[config.mk]
export PLATFORM = sky130hd
export DESIGN_NAME = mac_seq_ctrl_flat
export DESIGN_NICKNAME = d
export VERILOG_FILES = /design/src/rtl/mac_seq_ctrl_if.sv /design/src/rtl/mac_seq_ctrl.sv /design/src/flat_wrapper.sv
export SDC_FILE = /design/constraint.sdc
export NUM_CORES = 1
export LEC_CHECK = 0
export CAP_MARGIN = 25
export CORE_ASPECT_RATIO = 1.25
export CORE_MARGIN = 4
export CORE_UTILIZATION = 44
export CTS_CLUSTER_SIZE = 10
export DETAILED_ROUTE_END_ITERATION = 6
export PLACE_DENSITY = 0.83
export SETUP_SLACK_MARGIN = 0.4
export SLEW_MARGIN = 20
export SYNTH_ARGS = -nofsm -noshare
export SYNTH_HDL_FRONTEND = slang
export SYNTH_SLANG_ARGS = --single-unit
[constraint.sdc]
create_clock -name clk -period 4.85 [get_ports clk]
set_input_delay 0.7275 -clock clk [delete_from_list [all_inputs] [get_ports clk]]
set_output_delay 0.7275 -clock clk [all_outputs]
set_load 0.02 [all_outputs]
[src/rtl/mac_seq_ctrl_if.sv]
// Bundle between mac_seq_ctrl and its neighbours: triplet input stream, MAC operand/control bus,
// and dot-product result stream. "master" is the sequencer side, "slave" the environment side.
interface mac_seq_ctrl_if #(
    parameter int W_BITWIDTH   = 8,
    parameter int IN_BITWIDTH  = 8,
    parameter int OUT_BITWIDTH = 32,
    parameter int CNT_BITWIDTH = 16
);
    logic                    in_valid;
    logic                    in_ready;
    logic [W_BITWIDTH-1:0]   in_w0, in_w1, in_w2;
    logic [IN_BITWIDTH-1:0]  in_d0, in_d1, in_d2;
    logic                    in_last;

    logic                    mac_en;
    logic [W_BITWIDTH-1:0]   mac_w0, mac_w1, mac_w2;
    logic [IN_BITWIDTH-1:0]  mac_d0, mac_d1, mac_d2;
    logic [OUT_BITWIDTH-1:0] mac_pre_sum;
    logic                    mac_done;
    logic [OUT_BITWIDTH-1:0] mac_out;

    logic                    res_valid;
    logic                    res_ready;
    logic [OUT_BITWIDTH-1:0] res_data;
    logic [CNT_BITWIDTH-1:0] res_count;

    modport master (
        input  in_valid, in_w0, in_w1, in_w2, in_d0, in_d1, in_d2, in_last,
        input  mac_done, mac_out, res_ready,
        output in_ready, mac_en, mac_w0, mac_w1, mac_w2, mac_d0, mac_d1, mac_d2,
        output mac_pre_sum, res_valid, res_data, res_count
    );

    modport slave (
        output in_valid, in_w0, in_w1, in_w2, in_d0, in_d1, in_d2, in_last,
        output mac_done, mac_out, res_ready,
        input  in_ready, mac_en, mac_w0, mac_w1, mac_w2, mac_d0, mac_d1, mac_d2,
        input  mac_pre_sum, res_valid, res_data, res_count
    );
endinterface

[src/rtl/mac_seq_ctrl.sv]
// Sequencer feeding (3 weight, 3 data) triplets to a 3-lane MAC and chaining results into a
// per-vector dot product. Define MAC_SEQ_BIAS_EN to add bias_in as the accumulator seed.
module mac_seq_ctrl #(
    parameter int W_BITWIDTH   = 8,
    parameter int IN_BITWIDTH  = 8,
    parameter int OUT_BITWIDTH = 32,
    parameter int CNT_BITWIDTH = 16
) (
    input  logic                    clk,
    input  logic                    rstn,
`ifdef MAC_SEQ_BIAS_EN
    input  logic [OUT_BITWIDTH-1:0] bias_in,
`endif
    mac_seq_ctrl_if.master          bus
);

    typedef enum logic [2:0] {
        S_FETCH   = 3'd0,
        S_LAUNCH  = 3'd1,
        S_WAIT_HI = 3'd2,
        S_WAIT_LO = 3'd3,
        S_RESULT  = 3'd4
    } state_t;

    localparam logic [CNT_BITWIDTH-1:0] CNT_ZERO = {CNT_BITWIDTH{1'b0}};
    localparam logic [CNT_BITWIDTH-1:0] CNT_ONE  = {{(CNT_BITWIDTH-1){1'b0}}, 1'b1};
    localparam logic [OUT_BITWIDTH-1:0] ACC_ZERO = {OUT_BITWIDTH{1'b0}};

    state_t                  r_state;
    logic [OUT_BITWIDTH-1:0] r_acc;
    logic [CNT_BITWIDTH-1:0] r_cnt;
    logic                    r_last;
    logic [OUT_BITWIDTH-1:0] w_seed;

    // The first triplet of a vector seeds the accumulator; later triplets keep the running sum.
`ifdef MAC_SEQ_BIAS_EN
    assign w_seed = (r_cnt == CNT_ZERO) ? bias_in : r_acc;
`else
    assign w_seed = r_acc;
`endif

    assign bus.mac_pre_sum = r_acc;
    assign bus.res_data    = r_acc;
    assign bus.res_count   = r_cnt;

    // Sequencer FSM with registered handshake and MAC operand outputs.
    always_ff @(posedge clk or negedge rstn) begin
        if (!rstn) begin
            r_state       <= S_FETCH;
            r_acc         <= ACC_ZERO;
            r_cnt         <= CNT_ZERO;
            r_last        <= 1'b0;
            bus.in_ready  <= 1'b1;
            bus.mac_en    <= 1'b0;
            bus.res_valid <= 1'b0;
            bus.mac_w0    <= {W_BITWIDTH{1'b0}};
            bus.mac_w1    <= {W_BITWIDTH{1'b0}};
            bus.mac_w2    <= {W_BITWIDTH{1'b0}};
            bus.mac_d0    <= {IN_BITWIDTH{1'b0}};
            bus.mac_d1    <= {IN_BITWIDTH{1'b0}};
            bus.mac_d2    <= {IN_BITWIDTH{1'b0}};
        end else begin
            case (r_state)
                S_FETCH: begin
                    if (bus.in_valid && bus.in_ready) begin
                        bus.mac_w0   <= bus.in_w0;
                        bus.mac_w1   <= bus.in_w1;
                        bus.mac_w2   <= bus.in_w2;
                        bus.mac_d0   <= bus.in_d0;
                        bus.mac_d1   <= bus.in_d1;
                        bus.mac_d2   <= bus.in_d2;
                        r_last       <= bus.in_last;
                        r_cnt        <= r_cnt + CNT_ONE;
                        r_acc        <= w_seed;
                        bus.in_ready <= 1'b0;
                        bus.mac_en   <= 1'b1;
                        r_state      <= S_LAUNCH;
                    end
                end
                S_LAUNCH: begin
                    bus.mac_en <= 1'b0;
                    r_state    <= S_WAIT_HI;
                end
                S_WAIT_HI: begin
                    if (bus.mac_done) begin
                        r_state <= S_WAIT_LO;
                    end
                end
                // mac_out is taken on the falling side of done, when the MAC guarantees it is settled.
                S_WAIT_LO: begin
                    if (!bus.mac_done) begin
                        r_acc <= bus.mac_out;
                        if (r_last) begin
                            bus.res_valid <= 1'b1;
                            r_state       <= S_RESULT;
                        end else begin
                            bus.in_ready <= 1'b1;
                            r_state      <= S_FETCH;
                        end
                    end
                end
                S_RESULT: begin
                    if (bus.res_ready) begin
                        bus.res_valid <= 1'b0;
                        bus.in_ready  <= 1'b1;
                        r_acc         <= ACC_ZERO;
                        r_cnt         <= CNT_ZERO;
                        r_state       <= S_FETCH;
                    end
                end
                default: begin
                    bus.in_ready  <= 1'b1;
                    bus.mac_en    <= 1'b0;
                    bus.res_valid <= 1'b0;
                    r_state       <= S_FETCH;
                end
            endcase
        end
    end

endmodule

[src/flat_wrapper.sv]
// flat-port wrapper written by rule: the top's interface ports become plain ports
module mac_seq_ctrl_flat 
#(
    parameter int W_BITWIDTH   = 8,
    parameter int IN_BITWIDTH  = 8,
    parameter int OUT_BITWIDTH = 32,
    parameter int CNT_BITWIDTH = 16
)
  (clk, rstn, bus_in_valid, bus_in_w0, bus_in_w1, bus_in_w2, bus_in_d0, bus_in_d1, bus_in_d2, bus_in_last, bus_mac_done, bus_mac_out, bus_res_ready, bus_in_ready, bus_mac_en, bus_mac_w0, bus_mac_w1, bus_mac_w2, bus_mac_d0, bus_mac_d1, bus_mac_d2, bus_mac_pre_sum, bus_res_valid, bus_res_data, bus_res_count);
  mac_seq_ctrl_if #(.W_BITWIDTH(W_BITWIDTH), .IN_BITWIDTH(IN_BITWIDTH), .OUT_BITWIDTH(OUT_BITWIDTH), .CNT_BITWIDTH(CNT_BITWIDTH)) bus_i ();
  input  logic clk;
  input  logic rstn;
  input wire logic [$bits(bus_i.in_valid)-1:0] bus_in_valid;
  input wire logic [$bits(bus_i.in_w0)-1:0] bus_in_w0;
  input wire logic [$bits(bus_i.in_w1)-1:0] bus_in_w1;
  input wire logic [$bits(bus_i.in_w2)-1:0] bus_in_w2;
  input wire logic [$bits(bus_i.in_d0)-1:0] bus_in_d0;
  input wire logic [$bits(bus_i.in_d1)-1:0] bus_in_d1;
  input wire logic [$bits(bus_i.in_d2)-1:0] bus_in_d2;
  input wire logic [$bits(bus_i.in_last)-1:0] bus_in_last;
  input wire logic [$bits(bus_i.mac_done)-1:0] bus_mac_done;
  input wire logic [$bits(bus_i.mac_out)-1:0] bus_mac_out;
  input wire logic [$bits(bus_i.res_ready)-1:0] bus_res_ready;
  output wire logic [$bits(bus_i.in_ready)-1:0] bus_in_ready;
  output wire logic [$bits(bus_i.mac_en)-1:0] bus_mac_en;
  output wire logic [$bits(bus_i.mac_w0)-1:0] bus_mac_w0;
  output wire logic [$bits(bus_i.mac_w1)-1:0] bus_mac_w1;
  output wire logic [$bits(bus_i.mac_w2)-1:0] bus_mac_w2;
  output wire logic [$bits(bus_i.mac_d0)-1:0] bus_mac_d0;
  output wire logic [$bits(bus_i.mac_d1)-1:0] bus_mac_d1;
  output wire logic [$bits(bus_i.mac_d2)-1:0] bus_mac_d2;
  output wire logic [$bits(bus_i.mac_pre_sum)-1:0] bus_mac_pre_sum;
  output wire logic [$bits(bus_i.res_valid)-1:0] bus_res_valid;
  output wire logic [$bits(bus_i.res_data)-1:0] bus_res_data;
  output wire logic [$bits(bus_i.res_count)-1:0] bus_res_count;
  assign bus_i.in_valid = bus_in_valid;
  assign bus_i.in_w0 = bus_in_w0;
  assign bus_i.in_w1 = bus_in_w1;
  assign bus_i.in_w2 = bus_in_w2;
  assign bus_i.in_d0 = bus_in_d0;
  assign bus_i.in_d1 = bus_in_d1;
  assign bus_i.in_d2 = bus_in_d2;
  assign bus_i.in_last = bus_in_last;
  assign bus_i.mac_done = bus_mac_done;
  assign bus_i.mac_out = bus_mac_out;
  assign bus_i.res_ready = bus_res_ready;
  assign bus_in_ready = bus_i.in_ready;
  assign bus_mac_en = bus_i.mac_en;
  assign bus_mac_w0 = bus_i.mac_w0;
  assign bus_mac_w1 = bus_i.mac_w1;
  assign bus_mac_w2 = bus_i.mac_w2;
  assign bus_mac_d0 = bus_i.mac_d0;
  assign bus_mac_d1 = bus_i.mac_d1;
  assign bus_mac_d2 = bus_i.mac_d2;
  assign bus_mac_pre_sum = bus_i.mac_pre_sum;
  assign bus_res_valid = bus_i.res_valid;
  assign bus_res_data = bus_i.res_data;
  assign bus_res_count = bus_i.res_count;
  mac_seq_ctrl #(.W_BITWIDTH(W_BITWIDTH), .IN_BITWIDTH(IN_BITWIDTH), .OUT_BITWIDTH(OUT_BITWIDTH), .CNT_BITWIDTH(CNT_BITWIDTH)) u_core (.clk(clk), .rstn(rstn), .bus(bus_i));
endmodule
==> key figures <==
STA
  – Maximum clock rate: 370 MHz
  – Tightest Pin Transition: 0.902 ns
  – Post-route minimum period: 2.70 ns
  – Post-route clock period utilization: 55.7%
  – Relative slew slack: 39.7%
  – Slew Limit Fails: 0
  – Clock Skews: 0.00755 ns
  – Sum Neg Setup Slack: 0 ns
  – Unrepaired setup endpoints after global routing: no
  – Final hold vios: 0
  – Setup violators final: 0

Logic synthesis
  – Top cells by area, synth: dfrtp_1 58%, mux2_2 13%, nand2_1 7.0%
  – Syn avg cell area: 11.2 um2
  – Async set-reset flop share out of synthesis: 100%
  – Synthesized cell area: approximately 4400 um2
  – Post-synth EDFFs: 0
  – Yosys synthesis warning count: 0
  – Most frequent cell after synthesis: dfrtp_1
  – Yosys cell types: 37
  – Post-Synthesis Cells: 394
  – Commonest cells in the netlist: 102 x dfrtp_1, 82 x nand2_1, 49 x mux2_2
  – Synth Register Bits: 103
  – Sequential area share after synthesis: between 50% and 60%
  – Synth top area share: 57.9%
  – Largest area contributor in the netlist: dfrtp_1
  – Post-Syn Nets: 481
  – Synth Flop Type: dfrtp_1

Detailed routing
  – DR vias/cell: between 5 and 6
  – DRT iter0 DRCs: between 100 and 150
  – Antenna-violating nets left: 0
  – WL/cell: roughly 16 um
  – Routed WL: 11.5 mm
  – DR vias: 3,534
  – DR pass1 iterations: 4
  – Detailed-route DRC error count: 0

Pwr
  – Worst IR drop on VDD: 468 uV
  – Switching portion of total power: around 36%
  – Clk pwr share: 18.5%
  – NetSw: between 1.5 and 2 mW
  – Flop pwr share: 32.7%
  – Internal power: about 2.9 mW
  – Lkg Pwr: 2.95 nW
  – Comb pwr share: 48.8%
  – Pwr dens: 669 nW/um2

Floorplan
  – Core Region: 9710 um2
  – # rows: 40
  – Die height: ~120 um
  – I/O Pins: around 220
  – Die extent in x: 97.5 um
  – Starting Density: 45.4%
  – Die ar.: 11,700 um2

Critical path
  – Crit end category: register
  – Worst path bufs/invs: 2
  – Kind of cell adding the most delay to the critical path: simple AND/OR/NAND/NOR gates
  – Critical path depth: 5
  – CP startpoint kind: input port
  – Worst-path cell chain: clkdlybuf4s50_1, nand2_1, nor2_4, buf_4, mux2_2
  – Slowest CP cell: nor2_4
  – WP data arrival: 2.92 ns
  – Worst Path Max Fanout: 35
  – Reg2Reg Depth: 4
  – Critical path class: input port to register
  – CP peak stage delay: 0.75 ns
  – Worst path required time: 5.07 ns

Clocking
  – Post-CTS Hold Fix Bufs: 0
  – Post-cts sizing count: 0
  – Max clock buf depth: 2
  – CTS Sinks: 103
  – Root buffer selected by CTS: clkbuf_16
  – Clk pin slew, worst setup/hold paths: 0.07 ns
  – Setup Buffers After CTS: 0
  – Clock buffer count from CTS: 9
  – CTS tree: built
  – H-tree depth: 3
  – Latest clock arrival within the worst-skew pair: 0.34 ns

Global route
  – Largest net degree at the start of global routing: 65
  – First-pass GRT wire length: 18.5 mm
  – GRT Overall Usage: 19.7%
  – Antenna violations before repair: 0
  – Overflow after GRT: 0
  – Number of global-route vias before repair: between 3,000 and 4,000

Cells and area
  – ANT cells: 0
  – Share of cells above drive strength 1: 13.3%
  – P&R area growth vs syn: 54.7%
  – Nets: 660
  – Final Instance Area: 6820 um2

Status
  – Status: finished, final reports clean

Placement
  – DP HPWL: 8.60 mm
  – Area after DPL: 6440 um2
  – GP Congestion: 0.874
  – Port bufs: 216

Flow run
  – Max-cap viol count: 0

Worst hold path
  – Worst hold path type: input port to async pin
layer usage:
layer / vias to the layer above / wire (um) / track usage, %
li1: 1656 / - / -
met1: 1691 / 4350 / 22.8
met2: 169 / 5810 / 33.3
met3: 18 / 1110 / 6.74
met4: 0 / 239 / 8.14
met5: - / 0 / 0
power by group through the flow:
stage | logic (mW) | registers (mW) | clock network [mW]
final | 2.23 | 1.49 | 0.842
after global routing | 2.36 | 1.54 | 0.897
after CTS | 2.24 | 1.49 | 0.860
after detailed placement | 2.23 | 1.51 | 0
after global placement | 2.19 | 1.48 | 0
after floorplan | 0.837 | 1.88 | 0
flip-flops by register name (all words and copies together) (netlist names), 8 cells and up:
signal / cells
u_core.bus.mac_d0: 8
u_core.bus.mac_d1: 8
u_core.bus.mac_d2: 8
u_core.bus.mac_pre_sum: 32
u_core.bus.mac_w0: 8
u_core.bus.mac_w1: 8
u_core.bus.mac_w2: 8
u_core.bus.res_count: 16
final timing paths:
| check | start | endpoint | slack [ns] |
|---|---|---|---|
| max | bus_in_valid | u_core.bus.mac_d1[5] | 2.15 |
| min | rstn | u_core.bus.mac_pre_sum[9] | 0.42 |
| max reg2reg | u_core.r_state[1] | u_core.bus.mac_d1[5] | 2.18 |
| min reg2reg | u_core.bus.res_valid | u_core.bus.res_valid | 0.49 |
| max in group asynchronous | rstn | u_core.bus.res_count[11] | 3.31 |
| min in group clk | u_core.bus.res_valid | u_core.bus.res_valid | 0.49 |
placed cells by master, fill, tap and decap left out, types with 3 or more instances in the layout:
master	netlist	layout
buf_4	32	4
nand2_1	82	81
xnor2_1	4	4
or3_1	6	6
clkbuf_16	0	9
clkdlybuf4s50_1	0	215
bufinv_16	0	3
nand3_1	6	6
mux2_2	49	49
nor3_1	5	5
nor2_1	10	8
o21ai_0	39	39
a21oi_1	8	8
nand4_1	3	3
dfrtp_1	102	102
mux2i_1	4	4
metrics by stage:
step	total power [mW]	hold WS, ns	setup WS [ns]	utilization [%]	std cells
finish	4.56	0.420	2.15	70.2	704
floorplan	2.72	0.432	2.73	-	394
global placement	3.67	0.474	1.83	66.3	687
CTS	4.59	0.447	2.14	70.0	703
detailed placement	3.73	0.481	1.78	66.3	687
global route	4.80	0.478	2.01	70.2	704
cell type report:
class / count / area (um2)
timing repair buffer: 220 / 2200
tap: 126 / 158
clock inverter: 5 / 104
multi-input combinational: 237 / 1510
clock buffer: 11 / 253
sequential: 103 / 2580
fill: 697 / 2890
inverter: 2 / 7.51
kinds of logic after synthesis:
family / synth area share (%)
simple gates: 13.0
flops: 58.5
compound gates: 6.11
mux: 13.4
buf+inv: 7.67
fa+ha+maj: 0.284
xor+xnor: 0.994
Power figures use the tool's default switching activity.
